===== src/rtl/hilo_muldiv_seq.sv =====
// HI/LO register owner with a multi-cycle multiply/divide engine for the execute stage.
// A multiply commits after MUL_STAGES cycles; a divide runs 32 restoring iterations plus one sign-fix cycle.
module hilo_muldiv_seq #(
  parameter int unsigned MUL_STAGES = 1
) (
  input  logic        clk,
  input  logic        resetn,
  input  logic        req_valid,
  output logic        req_ready,
  input  logic [3:0]  funct,
  input  logic [31:0] in1,
  input  logic [31:0] in2,
  input  logic        flush,
  input  logic        wr_hi,
  input  logic        wr_lo,
  input  logic [31:0] wr_data,
  output logic        busy,
  output logic        done,
  output logic [31:0] hi,
  output logic [31:0] lo
);

  localparam int unsigned W  = 32;
  localparam int unsigned DW = 64;
  localparam int unsigned CW = 5;

  localparam logic [3:0] F_MULT  = 4'b1011;
  localparam logic [3:0] F_MULTU = 4'b1100;
  localparam logic [3:0] F_DIV   = 4'b1101;
  localparam logic [3:0] F_DIVU  = 4'b1110;

  localparam logic [CW-1:0] MUL_LAST = CW'(MUL_STAGES - 1);
  localparam logic [CW-1:0] DIV_LAST = CW'(31);

  typedef enum logic [1:0] {
    S_IDLE = 2'd0,
    S_MUL  = 2'd1,
    S_DIV  = 2'd2,
    S_FIX  = 2'd3
  } state_t;

  state_t state, state_nxt;

  logic [CW-1:0] cnt;
  logic [W-1:0]  a_q, b_q;
  logic          signed_q, dz_q, neg_quo_q, neg_rem_q;
  logic [W-1:0]  rem_q, quo_q, dvs_q;

  // request decode
  logic         funct_ok_c, is_mul_c, is_signed_c, accept_c;
  logic [W-1:0] abs1_c, abs2_c;

  always_comb begin
    funct_ok_c  = (funct == F_MULT) || (funct == F_MULTU) ||
                  (funct == F_DIV)  || (funct == F_DIVU);
    is_mul_c    = (funct == F_MULT) || (funct == F_MULTU);
    is_signed_c = (funct == F_MULT) || (funct == F_DIV);
    accept_c    = req_valid && (state == S_IDLE) && !flush && funct_ok_c;
    abs1_c      = (is_signed_c && in1[W-1]) ? (W'(0) - in1) : in1;
    abs2_c      = (is_signed_c && in2[W-1]) ? (W'(0) - in2) : in2;
  end

  // state register
  always_ff @(posedge clk or negedge resetn) begin
    if (!resetn) state <= S_IDLE;
    else         state <= state_nxt;
  end

  // next-state logic
  always_comb begin
    state_nxt = state;
    unique case (state)
      S_IDLE: begin
        if (accept_c) begin
          if (is_mul_c)         state_nxt = S_MUL;
          else if (in2 == W'(0)) state_nxt = S_FIX;
          else                  state_nxt = S_DIV;
        end
      end
      S_MUL: begin
        if (flush || (cnt == MUL_LAST)) state_nxt = S_IDLE;
      end
      S_DIV: begin
        if (flush)                  state_nxt = S_IDLE;
        else if (cnt == DIV_LAST)   state_nxt = S_FIX;
      end
      S_FIX: state_nxt = S_IDLE;
      default: state_nxt = S_IDLE;
    endcase
  end

  // datapath combinational: product, one restoring step, sign fix, commit value
  logic [DW-1:0] mul_a_c, mul_b_c, prod_c;
  logic [W:0]    shift_c, diff_c;
  logic          ge_c;
  logic [W-1:0]  rem_step_c, quo_step_c, quo_fix_c, rem_fix_c;
  logic          commit_c;
  logic [W-1:0]  res_hi_c, res_lo_c;

  always_comb begin
    mul_a_c    = {{W{signed_q & a_q[W-1]}}, a_q};
    mul_b_c    = {{W{signed_q & b_q[W-1]}}, b_q};
    prod_c     = mul_a_c * mul_b_c;
    shift_c    = {rem_q, quo_q[W-1]};
    diff_c     = shift_c - {1'b0, dvs_q};
    ge_c       = !diff_c[W];
    rem_step_c = ge_c ? diff_c[W-1:0] : shift_c[W-1:0];
    quo_step_c = {quo_q[W-2:0], ge_c};
    quo_fix_c  = neg_quo_q ? (W'(0) - quo_q) : quo_q;
    rem_fix_c  = neg_rem_q ? (W'(0) - rem_q) : rem_q;
  end

  // output logic: commit strobe and value
  always_comb begin
    commit_c = 1'b0;
    res_hi_c = hi;
    res_lo_c = lo;
    unique case (state)
      S_MUL: begin
        commit_c = !flush && (cnt == MUL_LAST);
        res_hi_c = prod_c[DW-1:W];
        res_lo_c = prod_c[W-1:0];
      end
      S_FIX: begin
        commit_c = !flush;
        res_hi_c = dz_q ? a_q : rem_fix_c;
        res_lo_c = dz_q ? {W{1'b1}} : quo_fix_c;
      end
      default: ;
    endcase
  end

  // iteration counter: restarts on every state change
  always_ff @(posedge clk or negedge resetn) begin
    if (!resetn) begin
      cnt <= '0;
    end else if (state_nxt != state) begin
      cnt <= '0;
    end else if ((state == S_MUL) || (state == S_DIV)) begin
      cnt <= cnt + CW'(1);
    end
  end

  // operand latch and divider iteration registers
  always_ff @(posedge clk or negedge resetn) begin
    if (!resetn) begin
      a_q       <= '0;
      b_q       <= '0;
      signed_q  <= 1'b0;
      dz_q      <= 1'b0;
      neg_quo_q <= 1'b0;
      neg_rem_q <= 1'b0;
      rem_q     <= '0;
      quo_q     <= '0;
      dvs_q     <= '0;
    end else if (accept_c) begin
      a_q       <= in1;
      b_q       <= in2;
      signed_q  <= is_signed_c;
      dz_q      <= !is_mul_c && (in2 == W'(0));
      neg_quo_q <= is_signed_c && (in1[W-1] ^ in2[W-1]);
      neg_rem_q <= is_signed_c && in1[W-1];
      rem_q     <= '0;
      quo_q     <= abs1_c;
      dvs_q     <= abs2_c;
    end else if (state == S_DIV) begin
      rem_q     <= rem_step_c;
      quo_q     <= quo_step_c;
    end
  end

  // HI/LO: commit wins; MTHI/MTLO only land while idle
  always_ff @(posedge clk or negedge resetn) begin
    if (!resetn) begin
      hi <= '0;
      lo <= '0;
    end else if (commit_c) begin
      hi <= res_hi_c;
      lo <= res_lo_c;
    end else if (state == S_IDLE) begin
      if (wr_hi) hi <= wr_data;
      if (wr_lo) lo <= wr_data;
    end
  end

  // status outputs track the next state so they equal the state decode each cycle
  always_ff @(posedge clk or negedge resetn) begin
    if (!resetn) begin
      done      <= 1'b0;
      busy      <= 1'b0;
      req_ready <= 1'b1;
    end else begin
      done      <= commit_c;
      busy      <= (state_nxt != S_IDLE);
      req_ready <= (state_nxt == S_IDLE);
    end
  end

endmodule


===== config.mk =====
export PLATFORM = sky130hd
export DESIGN_NAME = hilo_muldiv_seq
export DESIGN_NICKNAME = d
export VERILOG_FILES = /design/src/rtl/hilo_muldiv_seq.sv
export SDC_FILE = /design/constraint.sdc
export NUM_CORES = 2
export LEC_CHECK = 0
export CORE_MARGIN = 4
export CORE_UTILIZATION = 30
export DETAILED_ROUTE_END_ITERATION = 7
export SLEW_MARGIN = 5
export SYNTH_ARGS = -nofsm -noshare
export SYNTH_HDL_FRONTEND = slang
export SYNTH_SLANG_ARGS = --single-unit

===== constraint.sdc =====
create_clock -name clk -period 9.8 [get_ports clk]
set_input_delay 1.96 -clock clk [delete_from_list [all_inputs] [get_ports clk]]
set_output_delay 1.96 -clock clk [all_outputs]
set_load 0.005 [all_outputs]

Word-level counts from Yosys, hierarchy flattened --
Cells that the tools add are included.
Cells by class: add/sub/neg operators 6, multipliers 1, equality and inequality tests 10, multiplexer cells 29, bitwise operators 3, reduce and logical (&&, ||, !) cells 29
Operators by type and width (count):
- $mux W32 | 17
- $pmux W32 S2 | 2
- $sub A1 B32 Y32 const A | 4
- $mul A33 B33 Y64 | 1
- $sub A33 B32 Y33 | 1
- $logic_not A32 Y1 | 1
- $eq A4 B4 Y1 const B | 4
- $reduce_bool A2 Y1 | 6
- $mux W2 | 5
- $mux W5 | 2
- $logic_and A1 B1 Y1 | 8
- $pmux W2 S4 | 1
- $logic_or A1 B1 Y1 | 6
- $reduce_and A3 Y1 | 2
- $add A5 B1 Y5 const B | 1
- $eq A5 B5 Y1 const B | 1
- $logic_not A5 Y1 | 1
- $eq A2 B2 Y1 const B | 2
- $logic_not A2 Y1 | 2
- $logic_not A1 Y1 | 3
- $ne A3 B1 Y1 const B | 1
- $and A1 B1 Y1 | 2
- $eq A2 B1 Y1 const B | 1
- $ne A2 B2 Y1 | 1
- other kinds (3) | 3
Storage, ports and cells: bits in registers 238, input bits 106, output and inout port bits 67

Logic depth before layout (Yosys ltp) --
depth in word-level cells 9, gate-level depth with buffers 31, mapped depth without buffers 28

Least setup slack after synthesis --
OpenSTA, ideal clock, no wires.
path kind register to register, start point register a_q[31], end point register hi[30], library setup time 0.141 ns, data arrival time 8.028 ns, slack 1.631 ns, cell stages (with the launch flop) 32, cells stage by stage dfrtp_1 > clkbuf_1 > and2_1 > clkbuf_1 > nand2_1 > inv_1 > fa_1 > inv_1 > fa_1 > inv_1 > fa_1 > fa_1 > inv_1 > fa_1 > inv_1 > fa_1 > inv_1 > fa_1 > fa_1 > inv_1 > ha_1 > clkbuf_1 > a21oi_1 > o21ai_0 > a21o_1 > a21oi_1 > o221ai_1 > a211o_1 > a311o_1 > a31oi_1 > xor2_1 > o22ai_1
Between the ends: cells in the longest elaborated chain, start to end 4
RTL lines:
- from (decl) | RTL line 45 | logic [W-1:0] a_q, b_q;
- from (signal assigned) | RTL line 157 | a_q <= in1;
- $and A1 B1 Y1 | RTL line 101 | mul_a_c = {{W{signed_q & a_q[W-1]}}, a_q};
- $mul A33 B33 Y64 * | RTL line 103 | prod_c = mul_a_c * mul_b_c;
- $pmux W32 S2 * | RTL line 118 | unique case (state)
- $mux W32 * | RTL line 177 | end else if (commit_c) begin
- to (signal assigned) | RTL line 178 | hi <= res_hi_c;
- to (signal assigned) | RTL line 181 | if (wr_hi) hi <= wr_data;
- to (decl) | RTL line 19 | output logic [31:0] hi,
Mark *: on every way between the ends. The rest lies on a longest branch, timed or not. A chain may end at the register's enable or synchronous reset.

Final worst setup path --
start point register a_q[17], end point register hi[29]
Between the ends: cells in the longest elaborated chain, start to end 3
RTL lines (RTL line):
- $mul A33 B33 Y64 | 103
- $pmux W32 S2 | 118
- $mux W32 | 177
No other way between the ends.

==> impl_metrics.ini <==
[final_layout]
drive_gt1_share_pct = 3.866
final_area_um2 = 58780
fill_cells = 18427
area_growth_pct = 10.07
final_util_pct = 33.30
nNetsFinal = 7515

[floorplanning]
start_util_pct = 30.26
io_pins = 173
die_h_um = 429.9
rows = 154
die_x_um = 429.9
core_area_um2 = 176500
die-area_um2 = 184800

[outcome]
status = finished, final reports clean

[worst_setup_path]
regToRegSetupSlack_ns = 0.30
r2r_end = hi[29]$_DFFE_PN0P_
slowest_stage = dfrtp_1
startpoint_type = register
cp_common_cell = fa_1
critPathTopFamily = adder cells
required_ns = 10.28
reg2regPathDepth = 25
r2r_start = a_q[17]$_DFFE_PN0P_
cp.arrival_ns = 9.97
critPathBufInv = 5
critical-path-max-stage-delay_ns = 0.92
crit_path_end_kind = register
worstSetupPathType = register to register
critPathMaxFanout = 21

[synthesis]
ys_seq_area_share_pct = 11.11
synth_top_cell_area_share_pct = 42.21
synth_top_area_cell = fa_1
syn_nets = 7564
yosys_warnings = 0
synth-edff-count = 0
syn_area_um2 = 53400
ys.flop_type = dfrtp_1
syn_avg_cell_area_um2 = 8.788
synth_cells = 6077
synth-seq-cells = 237
synthTopCellsByArea = fa_1, dfrtp_1, inv_1
async_reset_ff_share_pct = 100.0
yosysUniqueCellTypes = 84

[clocking]
clkTransAtPathRegs_ns = 0.07
post_cts_buffers = 0
cts_num_sinks = 237
root_buffer = clkbuf_16
cts_tree = built
ctsResizeCount = 0
clockBufferDepth = 3
holdBufCountCts = 0
clk_latency_ns = 0.60
cts_made_buffers = 31
htreeDepth = 1

[timing]
setup_viol = 0
clock_skew_ns = 0.02549
fmax_mhz = 105.3
setup_tns_ns = 0
finalMaxSlewViolations = 0
finalCritPeriodShare_pct = 96.89
tightest_slew_ns = 1.191
finalCriticalPeriod_ns = 9.495
rsz0062_at_grt = no
holdWs_ns = 0.4798
slew_headroom_pct = 20.59
final_hold_viol_count = 0

[routing]
ant_nets = 0
vias = 41664
first_pass_iters = 7
drc = 0
routed_wl_mm = 175.0
vias_per_cell = 4.959
dr.first_iter.drc_count = 3257
wl_per_cell_um = 20.83

[min_path]
worstHoldPathCells = 2
holdPathEnd = dvs_q[22]$_DFFE_PN0P_
worstHoldPathType = register to register
hold_start = dvs_q[22]$_DFFE_PN0P_

[placed_design]
io_buffers = 172
dpl.hpwl_mm = 143.6
place_area_um2 = 57580
place.gp.congestion = 0.9441

[global_routing]
grt_pass1_vias = 44286
grt_max_degree = 104
antenna_found_initial = 9
grt_usage_pct = 18.80
grt_pass1_wl_mm = 269.7
grt_overflow = 0

[job]
cap_viol_max_count = 0
-- cell type report --
| type | count | area [um^2] | share of cell area, % |
|---|---|---|---|
| inverters | 1192 | 4474 | 7.612 |
| well taps | 2340 | 2928 | 4.981 |
| clock buffers | 35 | 820.8 | 1.396 |
| multi-input cells | 4278 | 41640 | 70.85 |
| diodes | 9 | 22.52 | 0.03832 |
| clock inverters | 22 | 356.6 | 0.6067 |
| repair buffers | 288 | 2597 | 4.419 |
| flip-flops and latches | 237 | 5933 | 10.09 |
-- state kept, by name, indices dropped and copies added, names as in the netlist --
name	cells
a_q	32
b_q	32
hi	32
lo	32
quo_q	32
rem_q	32
dvs_q	31
cnt	5
state	2
busy	1
done	1
dz_q	1
neg_quo_q	1
neg_rem_q	1
req_ready	1
signed_q	1
-- Yosys cell counts (11+ instances only) --
cell      count
nand2b_1     13
ha_1        255
a21oi_1     198
nand3_1      29
or2_2        17
o21bai_1     20
o41ai_1      14
a31oi_1      19
dfrtp_1     236
a21o_1       48
a211oi_1     25
or3_1        16
nor3_1       32
nor2_1      127
a221oi_1     23
nand2_1    1127
and2_1      357
or4_1        16
buf_1        11
o21ai_0     261
o21a_1       16
o22ai_1      14
fa_1       1126
and3_1       31
inv_1      1191
mux2i_1      67
nor2b_1      18
xnor2_1     116
o211ai_1     21
o31ai_1      36
xor2_1      107
nand4_1      21
clkbuf_1    355
-- tightest hold or removal path, stage by stage (launching register included) --
cell,delay [ns]
dfrtp_1,0.34
nand2_1,0.05
o21ai_0,0.06
-- metrics by stage --
stage                     std cells  worst slack (ns)
final                          8401            0.3046
after global routing           8399           0.06539
after CTS                      8392            0.4316
after floorplan                6077             1.631
after global placement         8335            0.4589
after detailed placement       8335            0.5027
-- cell families (layout without fill, tap and decap cells) --
family                     Yosys count  in the layout  synth area share (%)
muxes                               71             71                 1.340
xor gates and xnor gates           224            224                 3.709
other                                0              9                     0
DFF                                237            237                 11.11
buffers and inverters             1562           1537                 11.00
and+or+nand+nor                   1841           1841                 15.84
adders and majority gates         1381           1381                 48.19
AOI/OAI and AO/OA                  761            761                 8.814
-- layer usage --
metal / wire [um] / up-vias / global-route usage (%)
met1: 69120 / 21477 / 23.76
met5: 13 / - / 0
met4: 10090 / 2 / 8.864
met3: 11120 / 367 / 2.475
met2: 84620 / 1511 / 31.91
li1: - / 18307 / -
-- placed cells by master (no fill, tap or decap), drive strengths merged, types with 128 or more instances in the layout --
cell,netlist,final
a21oi,200,200
nor2,128,128
o21ai,270,270
clkdlybuf4s50,0,171
fa,1126,1126
inv,1191,1191
and2,357,357
nand2,1127,1127
ha,255,255
dfrtp,236,236
-- worst max path at each step --
stage	startpoint	to	slack, ns	cells after the start
2_1_floorplan	a_q[31]$_DFFE_PN0P_	hi[30]$_DFFE_PN0P_	1.63	31
5_1_grt	a_q[17]$_DFFE_PN0P_	hi[29]$_DFFE_PN0P_	0.07	25
3_3_place_gp	a_q[17]$_DFFE_PN0P_	hi[29]$_DFFE_PN0P_	0.46	25
6_report	a_q[17]$_DFFE_PN0P_	hi[29]$_DFFE_PN0P_	0.30	25
4_1_cts	a_q[17]$_DFFE_PN0P_	hi[29]$_DFFE_PN0P_	0.43	25
3_5_place_dp	a_q[17]$_DFFE_PN0P_	hi[29]$_DFFE_PN0P_	0.50	25
Power is left out: the tool's default activity adds up to more than one toggle a clock period on the data nets, which glitch-free logic cannot reach.
